<file path="config.mk">
export PLATFORM = sky130hd
export DESIGN_NAME = mem_board_keeper
export DESIGN_NICKNAME = d
export VERILOG_FILES = /design/src/rtl/mem_board_keeper.sv
export SDC_FILE = /design/constraint.sdc
export NUM_CORES = 1
export LEC_CHECK = 0
export BUFFER_PORTS_ARGS = -buffer_cell sky130_fd_sc_hd__buf_4
export CAP_MARGIN = 20
export CORE_MARGIN = 2
export CORE_UTILIZATION = 50
export CTS_CLUSTER_DIAMETER = 80
export CTS_CLUSTER_SIZE = 24
export DETAILED_ROUTE_END_ITERATION = 7
export GPL_TIMING_DRIVEN = 0
export PLACE_DENSITY = 0.73
export SLEW_MARGIN = 20
export SYNTH_ARGS = -nofsm -noshare
export SYNTH_HDL_FRONTEND = slang
export SYNTH_SLANG_ARGS = --single-unit
</file>
<file path="constraint.sdc">
create_clock -name clk -period 3.6 [get_ports clk]
set_input_delay 0 -clock clk [delete_from_list [all_inputs] [get_ports clk]]
set_output_delay 0 -clock clk [all_outputs]
set_load 0.02 [all_outputs]
</file>
<file path="src/rtl/mem_board_keeper.sv">
// Board keeper for the memory game: holds the 16-card layout, reveal/match masks,
// active player and pair counts, and sequences reveal, match-lock, mismatch-hide and game end.
module mem_board_keeper #(
   parameter int unsigned N_CARDS    = 16,
   parameter int unsigned HIDE_DELAY = 25000000
) (
   input  logic        clk,
   input  logic        rst,
   input  logic        load,
   input  logic [63:0] layout_in,
   input  logic [7:0]  cursor,
   input  logic        select,
   input  logic        time_up,
   input  logic [1:0]  result,
   input  logic        par,
   input  logic [7:0]  sel1,
   input  logic [7:0]  sel2,
   output logic [3:0]  card_value,
   output logic        empty,
   output logic        player,
   output logic [15:0] revealed,
   output logic [15:0] matched,
   output logic [3:0]  pairs_j1,
   output logic [3:0]  pairs_j2,
   output logic        busy,
   output logic        game_over,
   output logic        tie
);

   localparam int unsigned CW = $clog2(HIDE_DELAY);

   typedef enum logic [2:0] {
      S_IDLE,
      S_PICK1,
      S_PICK2,
      S_SHOW,
      S_DONE
   } state_t;

   state_t        state;
   logic [63:0]   layout_q;
   logic          pick_d;
   logic          pick_evt;
   logic [1:0]    result_d;
   logic [CW-1:0] cnt;

   logic          pick_raw;
   logic [3:0]    cur_idx;
   logic          cur_in_range;
   logic          sel_valid;
   logic          is_match;
   logic [15:0]   pair_bits;
   logic [15:0]   mat_next;
   logic          res_evt;
   logic          res_end;
   logic          room;
   logic [3:0]    j1_next;
   logic [3:0]    j2_next;

   // Cursor lookup is combinational so the front end sees it with zero latency
   assign pick_raw     = select | time_up;
   assign cur_idx      = cursor[3:0];
   assign cur_in_range = cursor < 8'(N_CARDS);
   assign card_value   = cur_in_range ? layout_q[{cur_idx, 2'b00} +: 4] : 4'd0;
   assign empty        = cur_in_range && !matched[cur_idx] && !revealed[cur_idx] &&
                         ((state == S_PICK1) || (state == S_PICK2));

   assign sel_valid = (sel1 < 8'(N_CARDS)) && (sel2 < 8'(N_CARDS)) && (sel1 != sel2);
   assign is_match  = par && sel_valid && !matched[sel1[3:0]] && !matched[sel2[3:0]];
   assign pair_bits = (16'd1 << sel1[3:0]) | (16'd1 << sel2[3:0]);
   assign mat_next  = matched | pair_bits;
   assign res_evt   = (result == 2'b01) && (result_d != 2'b01);
   assign res_end   = result[1];
   assign room      = (5'(pairs_j1) + 5'(pairs_j2)) < 5'd8;

   // Counts after crediting the active player, capped so the total never passes 8
   always_comb begin
      j1_next = pairs_j1;
      j2_next = pairs_j2;
      if (room) begin
         if (player) j2_next = pairs_j2 + 4'd1;
         else        j1_next = pairs_j1 + 4'd1;
      end
   end

   always_ff @(posedge clk or negedge rst) begin
      if (!rst) begin
         state     <= S_IDLE;
         layout_q  <= '0;
         pick_d    <= 1'b0;
         pick_evt  <= 1'b0;
         result_d  <= 2'b00;
         cnt       <= '0;
         player    <= 1'b0;
         revealed  <= '0;
         matched   <= '0;
         pairs_j1  <= '0;
         pairs_j2  <= '0;
         busy      <= 1'b0;
         game_over <= 1'b0;
         tie       <= 1'b0;
      end else begin
         pick_d   <= pick_raw;
         pick_evt <= pick_raw & ~pick_d;
         result_d <= result;
         if (load) begin
            layout_q  <= layout_in;
            state     <= S_PICK1;
            cnt       <= '0;
            player    <= 1'b0;
            revealed  <= '0;
            matched   <= '0;
            pairs_j1  <= '0;
            pairs_j2  <= '0;
            busy      <= 1'b0;
            game_over <= 1'b0;
            tie       <= 1'b0;
         end else if (state != S_IDLE && res_end) begin
            state     <= S_DONE;
            cnt       <= '0;
            revealed  <= '0;
            busy      <= 1'b0;
            game_over <= 1'b1;
            tie       <= (pairs_j1 == pairs_j2);
         end else begin
            case (state)
               S_PICK1: begin
                  if (pick_evt) begin
                     if (empty) revealed[cur_idx] <= 1'b1;
                     state <= S_PICK2;
                  end
               end
               S_PICK2: begin
                  if (res_evt) begin
                     if (is_match) begin
                        matched  <= mat_next;
                        pairs_j1 <= j1_next;
                        pairs_j2 <= j2_next;
                        if (mat_next == '1) begin
                           state     <= S_DONE;
                           revealed  <= '0;
                           game_over <= 1'b1;
                           tie       <= (j1_next == j2_next);
                        end else begin
                           state    <= S_PICK1;
                           revealed <= revealed & ~pair_bits;
                        end
                     end else begin
                        state <= S_SHOW;
                        busy  <= 1'b1;
                        cnt   <= CW'(HIDE_DELAY - 1);
                     end
                  end else if (pick_evt && empty) begin
                     revealed[cur_idx] <= 1'b1;
                  end
               end
               // Mismatched pair stays up for the full delay, then the turn passes
               S_SHOW: begin
                  if (cnt == '0) begin
                     state    <= S_PICK1;
                     revealed <= '0;
                     player   <= ~player;
                     busy     <= 1'b0;
                  end else begin
                     cnt <= cnt - CW'(1);
                  end
               end
               default: ;
            endcase
         end
      end
   end

endmodule

</file>
==> impl_metrics.tcl <==
set metrics [dict create \
    outcome "finished clean" \
    die_x_um 130.6 \
    period_minus_slack_ns 3.328 \
    min_path_type "in2reg" \
    cp-start-kind "register" \
    setup_viol 0 \
    seq_area_frac_synth 0.4374 \
    clock_path_buffers 2 \
    worstSetupPathType "reg2reg" \
    cts-root-buf "clkbuf_16" \
    io_buffers 139 \
    insertion_delay_ns 0.43 \
    synthDistinctLibCells 61 \
    n_antenna_cell 0 \
    worstMarginPinSlew_ns 1.044 \
    cts_hold_buf 69 \
    postSynthAreaPerCell_um2 10.65 \
    clockPowerShare 0.369 \
    finalSetupTns_ns 0 \
    viasPerCell 5.991 \
    cts_buffers 17 \
    gp_congestion 0.9692 \
    grt_overflow 0 \
    cts_tree "yes" \
    drc 0 \
    drt.antenna.violating_nets 0 \
    synth_edf_count 0 \
    swShare 0.3172 \
    ctsResizeCount 0 \
    p_sw_mw 1.474 \
    cts_setup_buffers 0 \
    syn-num-nets 855 \
    antenna_found_initial 0 \
    maxCapViolations 0 \
    critPathArrivalTime_ns 3.63 \
    grt_pass1_vias 7142 \
    cp-end-kind "register" \
    slew_violations 0 \
    grt_max_degree 82 \
    worstPathRequired_ns 3.91 \
    synthCells 752 \
    pwr_density_cell_nw_per_um2 437.7 \
    yosysWarnings 0 \
    core_area_um2 15770 \
    drt_wl_total_um 24320 \
    slew_headroom 0.2984 \
    nets 1083 \
    max_freq_mhz 300.5 \
    synth_area_leader_cell "dfrtp_1" \
    die_h_um 130.6 \
    track_usage 0.3004 \
    drt_iter0_drc 632 \
    post-route-period-util 0.9244 \
    synth_area_leaders "dfrtp_1 44%, mux2_2 9.6%, mux4_2 8.7%, nor2_1 3.5%, a21oi_1 2.6%" \
    grt_pass1_wl_um 38940 \
    p_int_mw 3.173 \
    htree_levels 4 \
    vias 7243 \
    synth_top_area_frac 0.4374 \
    power_mw 4.647 \
    hold_viol 0 \
    power_frac_comb 0.241 \
    synthesis.area_um2 8009 \
    syn2layout_area_growth_pct 32.57 \
    initial_core_util 0.5079 \
    power.share.sequential 0.390 \
    wl_per_cell_um 20.12 \
    drive_gt1_frac 0.2920 \
    rows 46 \
    die-area_um2 17050 \
    power_leakage_nw 4.538 \
    multi_input_area_um2 4258 \
    post-place-ws_ns 0.4229 \
    setup_ws_ns 0.2722 \
    clk_pin_slew_ns 0.07 \
    first_pass_iters 5 \
    synthArstFlopShare 1.000 \
    rsz0062_at_grt "no" \
    synth_flop_cell "dfrtp_1" \
    place_hpwl_um 16670 \
    ys_ff_latch 140 \
    cp_max_fo 10 \
    irDropWorstVdd_v 0.0003679 \
    clock-sinks 140 \
    io_pins 145 \
    seqCellArea_um2 3503 \
    fin_skew_ns 0.01127 \
    nFillCells 1222 \
]
[final cells by class]
| cell class | count | share of cell area |
|---|---|---|
| repair buffers | 209 | 0.1666 |
| clock buffers | 19 | 0.04077 |
| well taps | 216 | 0.02545 |
| flip-flops and latches | 140 | 0.3300 |
| clock inverters | 13 | 0.01237 |
| multi-input cells | 549 | 0.4010 |
| inverters | 16 | 0.005656 |
| plain buffers | 47 | 0.01815 |
[state kept, by name, summed over array words and instances (netlist names), 2 cells and up]
signal / count
revealed: 16
layout_q: 64
pairs_j2: 4
pairs_j1: 4
cnt: 25
state: 3
result_d: 2
matched: 16
[cell usage after synthesis (8+ instances only)]
| master | number |
|---|---|
| nor3_1 | 25 |
| nor2_1 | 74 |
| nand3_1 | 13 |
| nand2b_1 | 17 |
| nor2b_1 | 16 |
| clkbuf_1 | 41 |
| dfrtp_1 | 140 |
| a221o_1 | 8 |
| or3_1 | 20 |
| nand2_1 | 37 |
| mux4_2 | 31 |
| mux2_2 | 68 |
| a21oi_1 | 42 |
| o21ai_0 | 16 |
| o22ai_1 | 18 |
| nor4_1 | 15 |
| xor2_1 | 12 |
| xnor2_1 | 13 |
| inv_1 | 15 |
| a2bb2oi_1 | 11 |
[path summary, 6_finish.rpt]
kind                            start      endpoint  slack (ns)  cells past startpoint
max in group asynchronous         rst   layout_q[2]        2.75                      3
hold reg to reg                pick_d      pick_evt        0.41                      1
hold / removal              cursor[3]  revealed[14]        0.02                      4
min in group asynchronous         rst       cnt[22]        0.09                      2
setup / recovery           matched[9]  revealed[14]        0.27                      8
setup reg to reg           matched[9]  revealed[14]        0.27                      8
[power by group through the flow]
stage / combinational (mW) / clock [mW] / sequential [mW]
floorplan: 0.718 / 0 / 1.81
global placement: 1.02 / 0 / 1.83
detailed placement: 1.04 / 0 / 1.83
CTS: 1.11 / 1.72 / 1.81
global route: 1.23 / 1.81 / 1.83
finish: 1.12 / 1.72 / 1.81
[stage by stage]
| stage | instances | instance area [um2] | hold WS, ns | util |
|---|---|---|---|---|
| final | 1209 | 10620 | 0.02299 | 0.6733 |
| after global routing | 1209 | 10620 | 0.03155 | 0.6733 |
| after CTS | 1209 | 10620 | 0.001859 | 0.6733 |
| after detailed placement | 1108 | 9363 | -0.03564 | 0.5937 |
| after global placement | 1107 | 9323 | 0.1266 | 0.5912 |
| after floorplan | 752 | 8009 | -0.2956 | - |
[kinds of logic (layout without fill, tap and decap cells)]
group           after synthesis  count (layout)  share of synthesized area
compound gates              156             156                     0.1386
buf+inv                      63             304                    0.03156
flops                       140             140                     0.4374
simple gates                257             257                     0.1651
fa+ha+maj                     7               7                    0.01094
mux                         104             104                     0.1890
xor+xnor                     25              25                    0.02734
[worst max-delay path, cell delays in order, from the launching register on]
cell and delay (ns):
dfrtp_1 0.49, mux4_2 0.50, a22oi_1 0.45, nand2_1 0.09, nor3_1 0.42, nand2_1 0.15, a311oi_2 0.69, buf_4 0.32
a2bb2oi_1 0.09
[metal layers]
metal | vias up | track usage | part of all wire
li1 | 3286 | - | -
met1 | 3578 | 0.4190 | 0.42
met5 | - | 0 | 0
met4 | 0 | 0.07947 | 0.019
met3 | 52 | 0.06352 | 0.071
met2 | 327 | 0.4831 | 0.49
[cells in the final DEF, fill, tap and decap left out, types with 5 or more instances in the layout]
cell type and instances:
o22ai_1 18, nand2b_1 17, o31ai_1 7, inv_6 5, nor3_1 25, nor2_1 74
o21ai_0 16, inv_1 15, clkbuf_16 17, and2_1 5, o221ai_1 5, dfrtp_1 140
a221o_1 8, a21oi_1 42, or3_1 20, nand2_1 37, nand3_1 13, ha_1 7
clkbuf_1 43, or2_2 6, xnor2_1 13, xor2_1 12, nor2b_1 16, dlygate4sd3_1 69
buf_4 139, mux4_2 31, or4_1 6, nand3b_1 6, a2bb2oi_1 11, nor4_1 15
mux2i_1 5, nand4_1 7, a211oi_1 7, mux2_2 68
Note: power is estimated with default switching activity, not from simulation.
